===== src/rtl/demux_1_4_reg.sv =====
// Registered 1-to-4 demultiplexer with a one-entry valid/ready register per lane.
// Optional per-lane drain counters are enabled with `define DEMUX_1_4_REG_CNT_EN.
module demux_1_4_reg #(
  parameter int unsigned DATA_WIDTH = 32,
  parameter int unsigned CNT_WIDTH  = 8
) (
  input  logic                       i_clk,
  input  logic                       i_rst_n,
  input  logic [1:0]                 i_key,
  input  logic [DATA_WIDTH-1:0]      i_val,
  input  logic                       i_valid,
  output logic                       o_ready,
  output logic [3:0][DATA_WIDTH-1:0] o_val,
  output logic [3:0]                 o_valid,
  input  logic [3:0]                 i_ready
`ifdef DEMUX_1_4_REG_CNT_EN
  ,
  output logic [3:0][CNT_WIDTH-1:0]  o_cnt
`endif
);

  if (DATA_WIDTH < 1 || CNT_WIDTH < 1) begin : g_param_check
    $error("demux_1_4_reg: DATA_WIDTH and CNT_WIDTH must be at least 1");
  end

  logic [3:0][DATA_WIDTH-1:0] val_q, val_d;
  logic [3:0]                 valid_q, valid_d;
  logic [3:0]                 drain;
  logic                       accept;

  always_comb begin
    drain   = valid_q & i_ready;
    o_ready = !valid_q[i_key] || i_ready[i_key];
    accept  = i_valid && o_ready;
    val_d   = val_q;
    valid_d = valid_q & ~drain;
    for (int unsigned k = 0; k < 4; k++) begin
      if (accept && (i_key == 2'(k))) begin
        val_d[k]   = i_val;
        valid_d[k] = 1'b1;
      end
    end
  end

  always_ff @(posedge i_clk or negedge i_rst_n) begin
    if (!i_rst_n) begin
      val_q   <= '0;
      valid_q <= '0;
    end else begin
      val_q   <= val_d;
      valid_q <= valid_d;
    end
  end

  assign o_val   = val_q;
  assign o_valid = valid_q;

`ifdef DEMUX_1_4_REG_CNT_EN
  logic [3:0][CNT_WIDTH-1:0] cnt_q, cnt_d;

  // Counts completed drains; wraps naturally at 2^CNT_WIDTH.
  always_comb begin
    cnt_d = cnt_q;
    for (int unsigned k = 0; k < 4; k++) begin
      if (drain[k]) cnt_d[k] = cnt_q[k] + CNT_WIDTH'(1);
    end
  end

  always_ff @(posedge i_clk or negedge i_rst_n) begin
    if (!i_rst_n) cnt_q <= '0;
    else          cnt_q <= cnt_d;
  end

  assign o_cnt = cnt_q;
`endif

endmodule

===== config.mk =====
export PLATFORM = sky130hd
export DESIGN_NAME = demux_1_4_reg
export DESIGN_NICKNAME = d
export VERILOG_FILES = /design/src/rtl/demux_1_4_reg.sv
export SDC_FILE = /design/constraint.sdc
export NUM_CORES = 1
export LEC_CHECK = 0
export BUFFER_PORTS_ARGS = -buffer_cell sky130_fd_sc_hd__buf_2
export CORE_MARGIN = 2
export CORE_UTILIZATION = 45
export DETAILED_ROUTE_END_ITERATION = 12
export PLACE_DENSITY = 0.73
export SLEW_MARGIN = 20
export SYNTH_ARGS = -nofsm -noshare
export SYNTH_HDL_FRONTEND = slang
export SYNTH_SLANG_ARGS = --single-unit

===== constraint.sdc =====
create_clock -name i_clk -period 3.5 [get_ports i_clk]
set_input_delay 0.7 -clock i_clk [delete_from_list [all_inputs] [get_ports i_clk]]
set_output_delay 0.7 -clock i_clk [all_outputs]
set_load 0.05 [all_outputs]

Word level (Yosys, flattened, before mapping). Index checks and enable logic that the tools add are counted.

$lt $le $gt $ge: 1. Equal/unequal tests: 3. Muxes and demuxes: 8. Bitwise gates (word level): 3. Reduce and logical (&&, ||, !) cells: 8.

Operators with widths (number): 4-bit bitwise AND (2); 1-bit two-way mux (6); 1-bit logical AND (5); 1-bit binary-select mux with 2-bit select (2); 2-bit == test (second input constant) (2); 4-bit inverter (1); 2-bit by 3-bit < comparator with 1-bit output (second input constant) (1); 2-bit by 1-bit == test with 1-bit output (second input constant) (1); 2-bit zero test (1); 1-bit zero test (1); 1-bit logical OR (1).

Register bits: 132. Bits of input ports: 41. Output and inout bits: 133. Logic and storage cells: 28.

Depth between registers and ports, before layout. Gate-level depths: netlist of run 1.

Depth in word-level cells: 7. Depth in mapped cells: 6. Mapped depth without buffers: 3.

Worst setup path before layout of run 1. OpenSTA, ideal clock, no wires.

Kind: input port to output port. Start: input i_key[1]. End: output o_ready. Arrival: 1.525 ns. Required time: 2.800 ns. Path slack: 1.275 ns. Stages on the path: 2. Path buffers: 1. Cells stage by stage: buf_2 mux4_2.

Word-level cells in the longest chain between the ends: 4. Elaborated cells between the ends (all ways): 6. Those cells by class: 4 x mux; 2 x reduce/logical.

RTL lines: start: declaration (RTL line 9) `input logic [1:0] i_key,`; 1-bit binary-select mux with 2-bit select (RTL line 33) `o_ready = !valid_q[i_key] || i_ready[i_key];`; 1-bit two-way mux (not written as such) (RTL line 33); 1-bit zero test (RTL line 33); 1-bit logical OR (*) (RTL line 33); end: declaration (RTL line 12) `output logic o_ready,`.

Every way passes the cells marked *; elsewhere a longest branch is shown, timed or not. The select of a mux whose other input is x is not followed.

Worst setup path after layout of run 1.
Start: input i_ready[1]. End: output o_ready.

Word-level cells in the longest chain between the ends: 3.

RTL lines: start: declaration (RTL line 15) `input logic [3:0] i_ready`; 1-bit binary-select mux with 2-bit select (RTL line 33); 1-bit two-way mux (not written as such) (RTL line 33); 1-bit logical OR (RTL line 33).

No other way between the ends. The select of a mux whose other input is x is not followed.

==> metrics.yaml, run 1 <==
sta:
  clock.fmax_ghz: 0.4223
  maxSlewViolCount: 0
  timing.final.crit_share_pct: 67.65
  setup_violations: 0
  grt_setup_unrepaired: "no"
  hold_viol: 0
  post-route-min-period_ns: 2.368
  clock_skew_ns: 0.007323
  worstMarginPinSlew_ns: 0.8371
  tns_ns: 0
  slew_headroom_pct: 44.19
floorplanning:
  fp-row-count: 38
  dieArea_mm2: 0.01197
  core_mm2: 0.01084
  fp.dieH_um: 109.4
  die_w_um: 109.4
  initial_core_util_pct: 46.12
  ios: 174
critical_path:
  cp_max_fo: 3
  crit_start: "i_ready[1]"
  start_kind: "primary input"
  crit_path_end_kind: "primary output"
  critPathRequiredTime_ns: 2.80
  reg2reg_from: "o_valid[1]$_DFF_PN0_"
  cp.arrival_ns: 1.67
  path_class: "in2out"
global_routing:
  grt_pass1_wl_um: 17150
  grt-ovfl-total: 0
  grt_max_degree: 59
  grtUsageTotal_pct: 19.37
  antenna_found_initial: 0
  grt_pass1_vias: 3305
finish:
  area_growth_syn_to_layout_pct: 31.68
  nets: 516
  num-fill-cells: 849
  multi_input_area_mm2: 0.001574
  seqCellArea_mm2: 0.003303
  layout-drive-gt1-share_pct: 69.14
  n_antenna_cell: 0
  final_cells: 626
placement:
  portBuffers: 173
  place_inst: 596
  dpl.hpwl_um: 7538
  gp_congestion: 0.7898
drt:
  vias_per_cell: 5.016
  vias: 3140
  route.detailed.drc: 0
  dr.pass1.iters: 4
  drtIter0Drc: 104
  wl_per_cell_um: 17.49
  wirelength_um: 10950
  ant_nets: 0
logic_synthesis:
  yosys_warnings: 0
  synth-seq-cells: 132
  post_synth_num_cell_types: 16
  yosysSeqAreaShare_pct: 66.07
  synth_cells: 292
  netlist_area_mm2: 0.005000
  syn_nets: 333
  avgSynthCellArea_um2: 17.12
run:
  drv_cap: 0
clock_tree:
  insertion_delay_ns: 0.51
  cts_root_buf: "clkbuf_8"
  post-cts-setup-buffers: 0
  cts_max_level: 4
  cts_tree: "yes"
  clk_pin_slew_ns: 0.05
  cts_buffers: 17
  cts-hold-fix-buffers: 0
  cts_resized: 0
  clock_tree.buffer_depth: 2
  cts.sinks: 132
outcome:
  status: "finished clean"
pwr:
  powerDensity_mw_per_mm2: 865.2
  vdd_drop_max_v: 0.0005082
  leakage_nw: 3.162
hold_path:
  hp-class: "in2async"
## cell families after synthesis
| family | synth area share, % |
|---|---|
| flops | 66.07 |
| mux | 29.28 |
| simple gates | 1.927 |
| buf+inv | 2.628 |
| compound gates | 0.1000 |
## worst max-delay path: stages
cell and delay, ns:
buf_2 0.10, nand2b_1 0.17, mux4_2 0.48, buf_2 0.23
## flip-flops by register name, summed over array words and instances, names as in the netlist
register and flops:
o_val 128, o_valid 4
## per-stage QoR
step	hold slack [ns]	worst slack [ns]	cell area (um^2)	power [mW]	util, %
floorplan	0.4044	1.275	5000	3.473	-
global placement	0.4639	1.167	5978	3.933	55.15
detailed placement	0.4721	1.102	5978	3.978	55.15
CTS	0.1519	1.112	6584	5.760	60.73
global route	0.1781	1.074	6584	5.928	60.73
finish	0.1620	1.132	6584	5.697	60.73
## path summary, 6_finish.rpt
kind | cells after the start | slack (ns) | to
min in group i_clk | 2 | 0.46 | o_val[102]$_DFFE_PN0P_
worst max-delay path | 4 | 1.13 | o_ready
worst min register to register | 1 | 0.48 | o_val[102]$_DFFE_PN0P_
worst min-delay path | 1 | 0.16 | o_val[44]$_DFFE_PN0P_
worst max register to register | 4 | 1.59 | o_val[53]$_DFFE_PN0P_
max in group asynchronous | 2 | 2.46 | o_val[121]$_DFFE_PN0P_
## synthesized netlist by cell type
master,instances,area [um^2]
buf_2,5,25.02
nor2b_2,1,8.760
nand2_1,5,18.77
buf_6,9,101.4
and3_1,1,6.260
nand2b_1,4,25.02
nor2b_1,1,6.260
nor3b_4,1,18.77
mux2_1,4,45.04
dfrtp_1,132,3303
nand3_1,1,5.000
o21ai_0,1,5.000
clkbuf_2,1,5.000
mux2_2,124,1396
mux4_2,1,22.52
nand3b_1,1,7.510
## layer usage
metal / up-vias / GRT usage [%] / wire length [um]
met1: 1607 / 22.46 / 4348
met3: 16 / 7.469 / 883
met4: 0 / 8.137 / 172
met5: - / 0 / 0
met2: 115 / 32.14 / 5540
li1: 1402 / - / -
## power by group
| part | switching, mW | internal [mW] |
|---|---|---|
| Clock | 0.582 | 1.18 |
| Combinational | 1.46 | 0.481 |
| Sequential | 0.153 | 1.84 |
## placed cells by master, fill, tap and decap left out
cell type and count:
dfrtp_1 132, mux2_1 4, buf_4 6, mux4_2 1, nor2b_2 1, o21ai_0 1
and3_2 1, clkbuf_16 16, nand2b_1 4, clkbuf_1 2, nand2_1 5, nor2b_4 1
buf_12 1, buf_2 172, bufinv_16 2, nand3b_1 1, nor3b_4 1, nand3_1 1
mux2_2 124, clkbuf_8 10
## area by class of cell
type	count	share of cell area (%)
tap	140	2.661
sequential	132	50.17
clock inverter	2	0.9122
timing repair buffer	179	14.06
clock buffer	28	8.286
multi-input combinational	145	23.91
(Power assumes the default switching activity.)
==> run 2: changes to the inputs <==
Clock period 3.5 ns to 2.3 ns, I/O delays scaled along.
==> run 2 against run 1 <==
Effect of this change: flip-flop and latch count is the same; critical path depth is 1 lower; non-clock buffer count is 3 higher; global-route usage shrank 0.48 points; clock power increased by 41%; count of clock-buffer cells in the layout shrank 4; cell area rose by 0.65%; worst setup slack got worse by 0.93 ns; clock skew about the same; critical path type is now reg2out; die area is the same; combinational power rose by 53%; sequential power rose by 52%.
==> metrics.yaml, run 2 (synthesis results as in run 1) <==
sta:
  tns_ns: 0  # unchanged
  maxSlewViolCount: 0  # unchanged
  hold_viol: 0  # unchanged
  clock.fmax_ghz: 0.4762
  finalWorstSetupSlack_ns: 0.2001  # -0.9320 ns
  post-route-min-period_ns: 2.100
  clock_skew_ns: 0.007551  # +0.0002278 ns
  slew_headroom_pct: 63.89  # +20 points
  worstMarginPinSlew_ns: 0.5417  # -0.2954 ns
  grt_setup_unrepaired: "no"
  setup_violations: 0  # unchanged
  whs_ns: 0.2150  # +0.05299 ns
  timing.final.crit_share_pct: 91.30
clock_tree:
  post-cts-setup-buffers: 0  # unchanged
  clock_tree.buffer_depth: 2  # unchanged
  insertion_delay_ns: 0.51  # about the same
  cts_tree: "yes"
  cts_max_level: 4  # unchanged
  cts_buffers: 17  # unchanged
  cts_root_buf: "clkbuf_8"
  clk_pin_slew_ns: 0.06  # about the same
  cts.sinks: 132  # unchanged
global_routing:
  grt_max_degree: 50  # -15%
  antenna_found_initial: 0  # unchanged
  grtUsageTotal_pct: 18.89  # -0.48 points
  grt_pass1_wl_um: 16960  # -1.1%
  grt_pass1_vias: 3248  # -1.7%
  grt-ovfl-total: 0  # unchanged
drt:
  met2_length_um: 5355  # -3.3%
  ant_nets: 0  # unchanged
  dr.pass1.iters: 4  # unchanged
  vias: 3165  # +0.80%
  vias_per_cell: 5.048  # +0.64%
  wirelength_um: 10920  # -0.24%
  routed.top_layer: "met4"
  wl_per_cell_um: 17.42  # -0.40%
  route.detailed.drc: 0  # unchanged
  wirelength_met1_um: 4615  # +6.1%
  drtIter0Drc: 95  # -8.7%
  wl_met3_um: 794  # -10%
floorplanning:
  ios: 174  # unchanged
  fp.dieH_um: 109.4  # unchanged
  core_mm2: 0.01084  # unchanged
  dieArea_mm2: 0.01197  # unchanged
  fp-row-count: 38  # unchanged
  initial_core_util_pct: 46.12  # unchanged
  die_w_um: 109.4  # unchanged
finish:
  layout-drive-gt1-share_pct: 69.20  # about the same
  fin_util_pct: 61.13  # +0.39 points
  largest_reg_flops: 128  # unchanged
  final_area_mm2: 0.006626  # +0.65%
  final_common_cell: "buf_2"
  nets: 519  # +0.58%
  final_cells: 627  # +0.16%
  layout_common_cells: "buf_2 (172), dfrtp_1 (132), mux2_2 (124)"
  n_antenna_cell: 0  # unchanged
  area_growth_syn_to_layout_pct: 32.53
placement:
  gp_congestion: 0.8384  # +6.2%
  portBuffers: 173  # unchanged
  post_dp_cell_area_mm2: 0.006068  # +1.5%
  dpl.hpwl_um: 7530  # about the same
  post-place-ws_ns: 0.4209  # -0.6816 ns
  place_inst: 598  # +0.34%
outcome:
  status: "finished clean"
critical_path:
  cp.arrival_ns: 1.64  # -0.03 ns
  start_kind: "flip-flop"
  crit_path_end_kind: "primary output"
  critPathRequiredTime_ns: 1.84  # -0.96 ns
  cp_max_fo: 3  # unchanged
  path_class: "reg2out"
pwr:
  p_clk_share_pct: 29.3  # -1.6 points
  netSwitchingFraction_pct: 39.58  # +1.1 points
  p_int_mw: 5.131  # +46%
  power.switching_mw: 3.360  # +53%
  vdd_drop_max_v: 0.0005569  # +9.6%
  leakage_nw: 3.171  # +0.28%
  seqPwrFrac_pct: 35.8  # +0.7 points
  comb_power_share_pct: 34.9  # +0.9 points
  powerDensity_mw_per_mm2: 1281  # +48%
  finalPower_mw: 8.491  # +49%
hold_path:
  hp-class: "in2reg"
run:
  drv_cap: 0  # unchanged
[run 2: cell count changes in the layout (fill, tap and decap cells not counted), sizes merged]
cell	before	now
dlygate4sd3	0	1
buf	179	181
clkinv	0	2
clkinvlp	0	1
clkbuf	28	24
bufinv	2	1
[run 2: path summary, 6_finish.rpt]
check	slack (ns)	endpoint	depth (start not counted)	startpoint
max	0.20	o_ready	3	o_valid[3]$_DFF_PN0_
max reg2reg	0.71	o_val[73]$_DFFE_PN0P_	4	o_valid[2]$_DFF_PN0_
min in group asynchronous	0.47	o_val[12]$_DFFE_PN0P_	2	i_rst_n
min	0.22	o_val[62]$_DFFE_PN0P_	2	i_val[30]
max in group asynchronous	1.18	o_val[10]$_DFFE_PN0P_	3	i_rst_n
min reg2reg	0.49	o_val[62]$_DFFE_PN0P_	1	o_val[62]$_DFFE_PN0P_
[run 2: worst max-delay path, cell delays in order (launching register included)]
cell	delay, ns
dfrtp_1	0.34
nand2b_1	0.09
mux4_2	0.47
buf_2	0.22
[run 2: area by class of cell]
cell class	instances	area [um^2]
fillers	851	4214
multi-input cells	145	1574
clock inverters	4	47.55
clock buffers	24	500.5
flip-flops and latches	132	3303
repair buffers	182	1026
well taps	140	175.2
[run 2: power by group through the flow]
stage | combinational, mW | sequential (mW) | clock, mW
finish | 2.96 | 3.04 | 2.48
global route | 3.08 | 3.10 | 2.64
CTS | 2.99 | 3.05 | 2.52
detailed placement | 2.99 | 3.08 | 0
global placement | 2.95 | 3.06 | 0
floorplan | 0.493 | 4.79 | 0
[run 2: per-layer routing]
metal  global-route usage, %  vias to the layer above
met2                   30.03                      110
li1                        -                     1409
met1                   23.91                     1632
met4                   7.324                        0
met3                   6.461                       14
met5                       0                        -
[run 2: timing repair]
| action | in CTS | in global routing |
|---|---|---|
| gates resized for setup | 0 | 0 |
| hold buffers | 1 | 0 |
| hold endpoints to repair | 37 | 0 |
